### src/rtl/mem_bus_pkg.sv
// rtl/mem_bus_pkg.sv - shared encodings, FSM states and size helper for the memory bus router
package mem_bus_pkg;

    localparam logic [2:0] BHW_BYTE = 3'b001;
    localparam logic [2:0] BHW_HALF = 3'b010;
    localparam logic [2:0] BHW_WORD = 3'b100;

    typedef enum logic [1:0] {
        ST_IDLE  = 2'd0,
        ST_ISSUE = 2'd1,
        ST_WAIT  = 2'd2,
        ST_DONE  = 2'd3
    } state_t;

    // Number of bytes moved by one bus access; 0 flags an illegal size code.
    function automatic logic [2:0] bhw_to_count(input logic [2:0] bhw);
        case (bhw)
            BHW_BYTE: return 3'd1;
            BHW_HALF: return 3'd2;
            BHW_WORD: return 3'd4;
            default:  return 3'd0;
        endcase
    endfunction

endpackage

### src/rtl/mem_bus_decoder.sv
// rtl/mem_bus_decoder.sv - combinational base/mask address decoder with lowest-index priority
module mem_bus_decoder
    import mem_bus_pkg::*;
#(
    parameter int                      N_SLAVES   = 4,
    parameter logic [32*N_SLAVES-1:0]  SLAVE_BASE = {N_SLAVES{32'h0}},
    parameter logic [32*N_SLAVES-1:0]  SLAVE_MASK = {N_SLAVES{32'h0}},
    parameter int                      IDX_W      = (N_SLAVES > 1) ? $clog2(N_SLAVES) : 1
) (
    input  logic [31:0]         addr,
    output logic [N_SLAVES-1:0] onehot,
    output logic [IDX_W-1:0]    idx,
    output logic                hit
);

    // Scan from the top index down so the lowest matching window overrides the rest.
    always_comb begin
        onehot = '0;
        idx    = '0;
        hit    = 1'b0;
        for (int s = N_SLAVES - 1; s >= 0; s--) begin
            if ((addr & SLAVE_MASK[32*s +: 32]) == SLAVE_BASE[32*s +: 32]) begin
                onehot    = '0;
                onehot[s] = 1'b1;
                idx       = IDX_W'(s);
                hit       = 1'b1;
            end
        end
    end

endmodule

### src/rtl/mem_bus_router.sv
// rtl/mem_bus_router.sv - splits a CPU byte/half/word access into per-byte slave transactions
module mem_bus_router
    import mem_bus_pkg::*;
#(
    parameter int                      N_SLAVES       = 4,
    parameter logic [32*N_SLAVES-1:0]  SLAVE_BASE     = {N_SLAVES{32'h0}},
    parameter logic [32*N_SLAVES-1:0]  SLAVE_MASK     = {N_SLAVES{32'h0}},
    parameter int                      TIMEOUT_CYCLES = 256
) (
    input  logic                    i_clk,
    input  logic                    i_rst,
    input  logic                    i_bus_DV,
    input  logic [31:0]             i_bus_address,
    input  logic [31:0]             i_bus_data,
    input  logic [2:0]              i_bhw,
    input  logic                    i_write_notread,
    output logic [31:0]             o_bus_data,
    output logic                    o_bus_DV,
    output logic                    o_bus_err,
    output logic                    o_busy,
    output logic [N_SLAVES-1:0]     o_sub_request,
    output logic [31:0]             o_sub_address,
    output logic [7:0]              o_sub_data,
    output logic                    o_sub_write,
    input  logic [8*N_SLAVES-1:0]   i_sub_data,
    input  logic [N_SLAVES-1:0]     i_sub_DV
);

    localparam int IDX_W = (N_SLAVES > 1) ? $clog2(N_SLAVES) : 1;
    localparam int TMR_W = $clog2(TIMEOUT_CYCLES + 1);
    // The timer holds the number of cycles since the request pulse, so DONE
    // lands exactly TIMEOUT_CYCLES cycles after the request of a silent slave.
    localparam logic [TMR_W-1:0] TMR_LAST = TMR_W'(TIMEOUT_CYCLES - 1);

    state_t               state_q;
    state_t               state_d;

    logic [31:0]          addr_q;
    logic [31:0]          wdata_q;
    logic [31:0]          lanes_q;
    logic [2:0]           size_q;
    logic [1:0]           cnt_q;
    logic                 wr_q;
    logic                 err_q;
    logic [IDX_W-1:0]     sel_q;
    logic [TMR_W-1:0]     timer_q;

    logic [N_SLAVES-1:0]  dec_onehot;
    logic [IDX_W-1:0]     dec_idx;
    logic                 dec_hit;

    logic [2:0]           accept_count;
    logic                 sub_dv;
    logic [7:0]           sub_byte;
    logic                 last_byte;
    logic                 timed_out;

    mem_bus_decoder #(
        .N_SLAVES   (N_SLAVES),
        .SLAVE_BASE (SLAVE_BASE),
        .SLAVE_MASK (SLAVE_MASK),
        .IDX_W      (IDX_W)
    ) u_decoder (
        .addr   (addr_q),
        .onehot (dec_onehot),
        .idx    (dec_idx),
        .hit    (dec_hit)
    );

    assign accept_count = bhw_to_count(i_bhw);
    assign sub_dv       = i_sub_DV[sel_q];
    assign sub_byte     = i_sub_data[{sel_q, 3'b000} +: 8];
    assign last_byte    = ({1'b0, cnt_q} == (size_q - 3'd1));
    assign timed_out    = (timer_q == TMR_LAST);

    assign o_bus_data    = lanes_q;
    assign o_sub_address = addr_q;
    assign o_sub_data    = wdata_q[{cnt_q, 3'b000} +: 8];
    assign o_sub_write   = wr_q;

    // State register.
    always_ff @(posedge i_clk) begin
        if (i_rst) begin
            state_q <= ST_IDLE;
        end else begin
            state_q <= state_d;
        end
    end

    // Next-state selection; every error path funnels into DONE.
    always_comb begin
        state_d = state_q;
        case (state_q)
            ST_IDLE: begin
                if (i_bus_DV) begin
                    state_d = (accept_count == 3'd0) ? ST_DONE : ST_ISSUE;
                end
            end
            ST_ISSUE: begin
                state_d = dec_hit ? ST_WAIT : ST_DONE;
            end
            ST_WAIT: begin
                if (sub_dv) begin
                    state_d = last_byte ? ST_DONE : ST_ISSUE;
                end else if (timed_out) begin
                    state_d = ST_DONE;
                end
            end
            ST_DONE: begin
                state_d = ST_IDLE;
            end
            default: begin
                state_d = ST_IDLE;
            end
        endcase
    end

    // State-decoded outputs: request pulse, completion pulse and busy flag.
    always_comb begin
        o_sub_request = '0;
        o_bus_DV      = 1'b0;
        o_bus_err     = 1'b0;
        o_busy        = (state_q != ST_IDLE);
        if (state_q == ST_ISSUE && dec_hit) begin
            o_sub_request = dec_onehot;
        end
        if (state_q == ST_DONE) begin
            o_bus_DV  = 1'b1;
            o_bus_err = err_q;
        end
    end

    // Access registers, byte counter, timeout timer and read lanes.
    always_ff @(posedge i_clk) begin
        if (i_rst) begin
            addr_q  <= '0;
            wdata_q <= '0;
            lanes_q <= '0;
            size_q  <= '0;
            cnt_q   <= '0;
            wr_q    <= 1'b0;
            err_q   <= 1'b0;
            sel_q   <= '0;
            timer_q <= '0;
        end else begin
            case (state_q)
                ST_IDLE: begin
                    if (i_bus_DV) begin
                        addr_q  <= i_bus_address;
                        wdata_q <= i_bus_data;
                        size_q  <= accept_count;
                        wr_q    <= i_write_notread;
                        cnt_q   <= '0;
                        err_q   <= (accept_count == 3'd0);
                        lanes_q <= '0;
                    end
                end
                ST_ISSUE: begin
                    if (dec_hit) begin
                        sel_q   <= dec_idx;
                        timer_q <= TMR_W'(1);
                    end else begin
                        err_q   <= 1'b1;
                        lanes_q <= '0;
                    end
                end
                ST_WAIT: begin
                    if (sub_dv) begin
                        if (!wr_q) begin
                            lanes_q[{cnt_q, 3'b000} +: 8] <= sub_byte;
                        end
                        if (!last_byte) begin
                            cnt_q  <= cnt_q + 2'd1;
                            addr_q <= addr_q + 32'd1;
                        end
                    end else if (timed_out) begin
                        err_q   <= 1'b1;
                        lanes_q <= '0;
                    end else begin
                        timer_q <= timer_q + TMR_W'(1);
                    end
                end
                default: begin
                end
            endcase
        end
    end

endmodule

### config.mk
export PLATFORM = sky130hd
export DESIGN_NAME = mem_bus_router
export DESIGN_NICKNAME = d
export VERILOG_FILES = /design/src/rtl/mem_bus_pkg.sv /design/src/rtl/mem_bus_decoder.sv /design/src/rtl/mem_bus_router.sv
export SDC_FILE = /design/constraint.sdc
export NUM_CORES = 1
export LEC_CHECK = 0
export BUFFER_PORTS_ARGS = -buffer_cell sky130_fd_sc_hd__buf_2
export CAP_MARGIN = 20
export CORE_ASPECT_RATIO = 1.2
export CORE_MARGIN = 3
export CORE_UTILIZATION = 47
export DETAILED_ROUTE_END_ITERATION = 6
export HOLD_SLACK_MARGIN = 0.06
export PLACE_DENSITY = 0.79
export SLEW_MARGIN = 5
export SYNTH_ARGS = -nofsm -noshare
export SYNTH_HDL_FRONTEND = slang
export SYNTH_HIERARCHICAL = 1
export SYNTH_SLANG_ARGS = --single-unit
### constraint.sdc
create_clock -name i_clk -period 2.25 [get_ports i_clk]
set_clock_uncertainty 0.1 [all_clocks]
set_input_delay 0.1125 -clock i_clk [delete_from_list [all_inputs] [get_ports i_clk]]
set_output_delay 0.1125 -clock i_clk [all_outputs]
set_load 0.02 [all_outputs]
Yosys cells after proc, flatten, opt, wreduce, memory -nomap -nowiden --
Index checks and enable logic that the tools add are counted.
Word-level totals: logic and storage cells 75, bits of input ports 107, register bits 114
Operators by class: shifts and indexed selects 3, reductions and logical operators 11, equal/unequal tests 16, multiplexer cells 31, $add $sub $neg 5
Operators by type and width (count):
- $mux W32 | 7
- $pmux W32 S2 | 2
- $add A32 B1 Y32 const B | 1
- $bwmux W32 | 1
- $shift A8 B7 Y32 const A | 1
- $shiftx A32 B6 Y8 | 1
- $shiftx A8 B7 Y32 | 1
- $mux W9 | 2
- $pmux W9 S2 | 1
- $mux W2 | 8
- $ne A2 B2 Y1 const B | 6
- $reduce_and A4 Y1 | 3
- $add A9 B1 Y9 const B | 1
- $eq A9 B8 Y1 const B | 1
- $pmux W3 S3 | 1
- $pmux W2 S4 | 1
- $neg A5 Y7 | 1
- $mux W1 | 6
- $ne A3 B3 Y1 const B | 2
- $reduce_bool A2 Y1 | 3
- $eq A2 B2 Y1 const B | 2
- $pmux W2 S2 | 1
- $reduce_and A2 Y1 | 2
- $eq A2 B3 Y1 | 1
- other kinds (10) | 10

Depth between registers and ports, before layout --
word-level depth 6, gate-level depth with buffers 10, gate-level depth less buffers 9

Modules after synthesis --
Netlist, hierarchy kept.
By module, submodules not included:
- mem_bus_router | cells an instance 691, area an instance 6084.6 sq um, times used 1
- mem_bus_decoder | cells an instance 9, area an instance 60.1 sq um, times used 1

Least setup slack after synthesis --
OpenSTA, ideal clock, no wires.
path kind register to register, start reg state_q[1], end reg lanes_q[31] (netlist: o_bus_data[31]), required time 2.036 ns, buffers on the path 1, arrival time 1.963 ns, stages on the path, launching flop included 9, setup slack 0.073 ns, path through dfxtp_1 inv_1 ha_1 buf_2 and2_4 or3_4 nor3_4 a21oi_4 a2bb2o_4
Between the ends: word-level cells in the longest chain between the ends 3, elaborated cells on any way between the ends 8, classes of those cells eq/ne: 4; mux: 1; reduce/logical: 3
Ends and longest elaborated chain:
- start, declared | RTL line mem_bus_router.sv:35 | state_t state_q;
- start signal, assigned | RTL line mem_bus_router.sv:86 | state_q <= state_d;
- $eq A2 B2 Y1 / $logic_not A2 Y1 (equally long branches) | RTL line mem_bus_router.sv:146 | case (state_q)
- $ne A3 B3 Y1 (no source line) (tied with other cells)
- $reduce_and A4 Y1 (no source line)
- end signal, assigned by index | RTL line mem_bus_router.sv:170 | lanes_q[{cnt_q, 3'b000} +: 8] <= sub_byte;
- end, declared | RTL line mem_bus_router.sv:40 | logic [31:0] lanes_q;
Parallel ways exist; a longest one is shown, timed or not. A chain may end at the register's enable or synchronous reset.

Worst setup path in the final report --
start reg timer_q[0], end reg lanes_q[0] (netlist: o_bus_data[0])
Between the ends: word-level cells in the longest chain between the ends 3
Ends and longest elaborated chain:
- start, declared | RTL line mem_bus_router.sv:46 | logic [TMR_W-1:0] timer_q;
- start signal, assigned | RTL line mem_bus_router.sv:180 | timer_q <= timer_q + TMR_W'(1);
- $eq A9 B8 Y1 | RTL line mem_bus_router.sv:74 | assign timed_out = (timer_q == TMR_LAST);
- $ne A3 B3 Y1 (no source line)
- $reduce_and A4 Y1 (no source line)
No other way between the ends.

==> metrics.txt <==
result of the run completed; number of storage elements in the synthesis netlist 116; worst slack after detailed placement 13.4 ps; number of inserted diodes 0; CTS tree built; count of input and output buffers 183; insertion delay to the later sink of the worst-skew pair 410 ps; start point of the worst min-delay path i_bus_address[9]; number of global-route vias before repair 6205; share of flip-flops with an asynchronous set or reset after synthesis 0; capturing element type of the critical path register; effective utilization at floorplan 0.483; die area 0.0145 mm2; number of buffers between clock root and the deepest sink 2; drt pass-1 iters 5; commonest non-fill, non-tap cells in the layout 182 x sky130_fd_sc_hd__buf_2, 111 x sky130_fd_sc_hd__dfxtp_1, 105 x sky130_fd_sc_hd__nand2_1, 74 x sky130_fd_sc_hd__a21oi_1, 71 x sky130_fd_sc_hd__dlygate4sd3_1; number of distinct library cell variants in the gate-level netlist after synthesis 73; height of the chip 131 um; Num Clock Sinks 116; post-detailed-route count of antenna-violating nets 0; cell count after placement 1035; total number of nets in the final design 1080; number of I/O pins 187; Warnings, synthesis 6; H-tree level count 4; area inside the core boundary 0.0127 mm2; total wire length 19200 um; DRC viols 0; power per cell area 1060 mW/mm2; non-filler cells in the finished layout 1138; most common flop cell mapped by yosys sky130_fd_sc_hd__dfxtp_1; Leak 3.62 nW; Routability Congestion 0.832; arrival time at the worst endpoint 2410 ps; setup violation total in the final timing report 0; average footprint of a synthesized cell 8.78 um2; number of pins with negative max-slew slack in the final report 0; Vias per Instance 5.67; post-route clock period utilization 0.968; area growth from synthesis to layout 42.9%; number of enable-type register cells in the synthesized netlist 0; most common library cell in the layout ignoring fill and taps sky130_fd_sc_hd__buf_2; Wirelength per Cell 16.9 um; Final Hold Fails 0; count of maximum capacitance violations 0; FF-to-FF path depth 9; violation count after the first detailed-route iteration 461; class of the worst hold path primary input to register; largest net degree at the start of global routing 75; internal reg-to-reg setup slack 70 ps; global-route wire length before repair 29800 um; overall track demand over capacity in global routing 0.254; data required time at the worst endpoint 2480 ps; Achievable Freq 0.459 GHz; highest net fanout along the worst path 8; Post-Synthesis Cell Area 0.00614 mm2; worst min-delay path endpoint o_sub_address[9]; Worst Hold Path Cells 4; setup repair after global routing missed its margin yes; Final Hold Slack 65.1 ps; Clk Tree Root Cell sky130_fd_sc_hd__clkbuf_16; clock transition at the register clock pins on the worst setup and hold paths after CTS 60 ps; Reg-to-Reg Start timer_q[0]; final critical-path required period 2180 ps; sequential share of the synthesized area 0.378; width of the die 110 um; HPWL after detailed placement 12000 um; worst setup path class register to register; Peak VDD IR 0.597 mV; number of antenna violations at the first check in global routing 0; Worst Slack Setup Final 71.6 ps; layout cells sized above 1 0.330; gate count of the mapped netlist 700; number of rows created at floorplan 45; r2r endpoint o_bus_data[0]; number of buffers created by CTS 17; crit start category register; total gr overflow 0; total via count in the routed design 6453
-- kinds of logic (layout without fill, tap and decap cells) --
kind of cell / count (synthesis) / count (layout) / synth area share
other: 2 / 7 / 0.00122
XOR/XNOR: 10 / 10 / 0.0143
buffers and inverters: 74 / 343 / 0.0546
multiplexers: 27 / 27 / 0.0810
AO/OA/AOI/OAI: 193 / 193 / 0.214
flip-flops: 116 / 116 / 0.378
adder cells (fa/ha/maj): 12 / 12 / 0.0244
AND/OR/NAND/NOR: 266 / 266 / 0.233
-- critical path, stage by stage, from the launching register on --
cell and delay (ps):
sky130_fd_sc_hd__dfxtp_1 320, sky130_fd_sc_hd__ha_2 180, sky130_fd_sc_hd__nand2_1 70, sky130_fd_sc_hd__nor2_2 40, sky130_fd_sc_hd__ha_2 180, sky130_fd_sc_hd__or3b_4 370, sky130_fd_sc_hd__mux2i_2 210, sky130_fd_sc_hd__nor3_4 100
sky130_fd_sc_hd__a21oi_2 360, sky130_fd_sc_hd__o2bb2ai_1 170
-- Yosys cell counts, types with 3 or more instances --
cell,instances,share of area
sky130_fd_sc_hd__or2_2,5,0.0051
sky130_fd_sc_hd__and4_1,6,0.0086
sky130_fd_sc_hd__a21oi_2,3,0.0043
sky130_fd_sc_hd__o22ai_1,11,0.011
sky130_fd_sc_hd__o32ai_1,10,0.014
sky130_fd_sc_hd__nand3_1,24,0.020
sky130_fd_sc_hd__a2bb2oi_1,3,0.0043
sky130_fd_sc_hd__mux2i_1,9,0.015
sky130_fd_sc_hd__a31o_2,3,0.0043
sky130_fd_sc_hd__clkbuf_1,25,0.015
sky130_fd_sc_hd__nand2b_1,22,0.022
sky130_fd_sc_hd__buf_2,12,0.0098
sky130_fd_sc_hd__a211oi_1,12,0.015
sky130_fd_sc_hd__nand3b_1,3,0.0037
sky130_fd_sc_hd__and3_1,8,0.0081
sky130_fd_sc_hd__ha_1,12,0.024
sky130_fd_sc_hd__nor2b_1,8,0.0081
sky130_fd_sc_hd__nor3_1,10,0.0081
sky130_fd_sc_hd__buf_1,8,0.0049
sky130_fd_sc_hd__and2_1,8,0.0081
sky130_fd_sc_hd__o21ai_0,18,0.015
sky130_fd_sc_hd__a31oi_1,6,0.0061
sky130_fd_sc_hd__nor4_1,6,0.0061
sky130_fd_sc_hd__nand4_1,9,0.0092
sky130_fd_sc_hd__or3_1,5,0.0051
sky130_fd_sc_hd__mux4_1,3,0.013
sky130_fd_sc_hd__buf_4,9,0.011
sky130_fd_sc_hd__dfxtp_1,116,0.38
sky130_fd_sc_hd__xnor2_1,8,0.011
sky130_fd_sc_hd__nor2_1,25,0.015
sky130_fd_sc_hd__o2bb2ai_1,32,0.046
sky130_fd_sc_hd__inv_1,18,0.011
sky130_fd_sc_hd__a21oi_1,74,0.060
sky130_fd_sc_hd__mux4_2,14,0.051
sky130_fd_sc_hd__nand2_1,106,0.065
-- how the worst max path moves through the flow --
stage | startpoint | to | slack, ps
floorplan | state_q[1] | o_bus_data[31] | 70
global placement | timer_q[5] | o_bus_data[29] | 70
detailed placement | timer_q[5] | o_bus_data[8] | 10
CTS | state_q[1] | o_bus_data[9] | 4
global route | timer_q[1] | o_bus_data[0] | -30
finish | timer_q[0] | o_bus_data[0] | 70
-- final cells by class --
cell class	instances	area [um2]
timing repair buffer	293	2000
tap	164	205
sequential	116	2330
multi-input combinational	515	3600
inverter	18	67.6
clock inverter	13	124
fill	999	3950
clock buffer	19	453
-- where the power goes --
part	internal [mW]	switching, mW	total (mW)
Clock	1.59	1.02	2.60
Sequential	2.42	0.346	2.77
Combinational	1.61	2.30	3.91
-- stage by stage --
| step | util | TNS (ps) | cell area, um2 | total power, mW |
|---|---|---|---|---|
| 6_report | 0.690 | 0 | 8780 | 9.29 |
| 5_1_grt | 0.690 | -234 | 8780 | 9.79 |
| 4_1_cts | 0.680 | 0 | 8650 | 9.04 |
| 2_1_floorplan | - | 0 | 6160 | 5.19 |
| 3_3_place_gp | 0.578 | 0 | 7350 | 6.24 |
| 3_5_place_dp | 0.578 | 0 | 7350 | 6.30 |
-- state kept, by name, summed over array words and instances (netlist names) --
name           count
o_bus_data        32
o_sub_address     32
wdata_q           32
timer_q            9
size_q             3
cnt_q              2
sel_q              2
state_q            2
err_q              1
o_sub_write        1
-- metal layers --
| layer | routed length [um] | GRT usage | share of wire | vias to the layer above |
|---|---|---|---|---|
| li1 | - | - | - | 3078 |
| met1 | 7500 | 0.306 | 0.39 | 3056 |
| met2 | 10000 | 0.445 | 0.52 | 281 |
| met3 | 1340 | 0.0600 | 0.070 | 38 |
| met4 | 331 | 0.0691 | 0.017 | 0 |
| met5 | 0 | 0 | 0 | - |
-- what timing repair did --
| item | CTS | global route |
|---|---|---|
| endpoints found under the setup margin | 11 | 49 |
| setup buffers | 1 | 0 |
| pin swaps | 2 | 7 |
| endpoints found under the hold margin | 68 | 0 |
| hold buffers | 71 | 0 |
| gates cloned | 0 | 1 |
| resized for setup | 1 | 33 |
No activity file was read; power rests on OpenSTA's default activity.
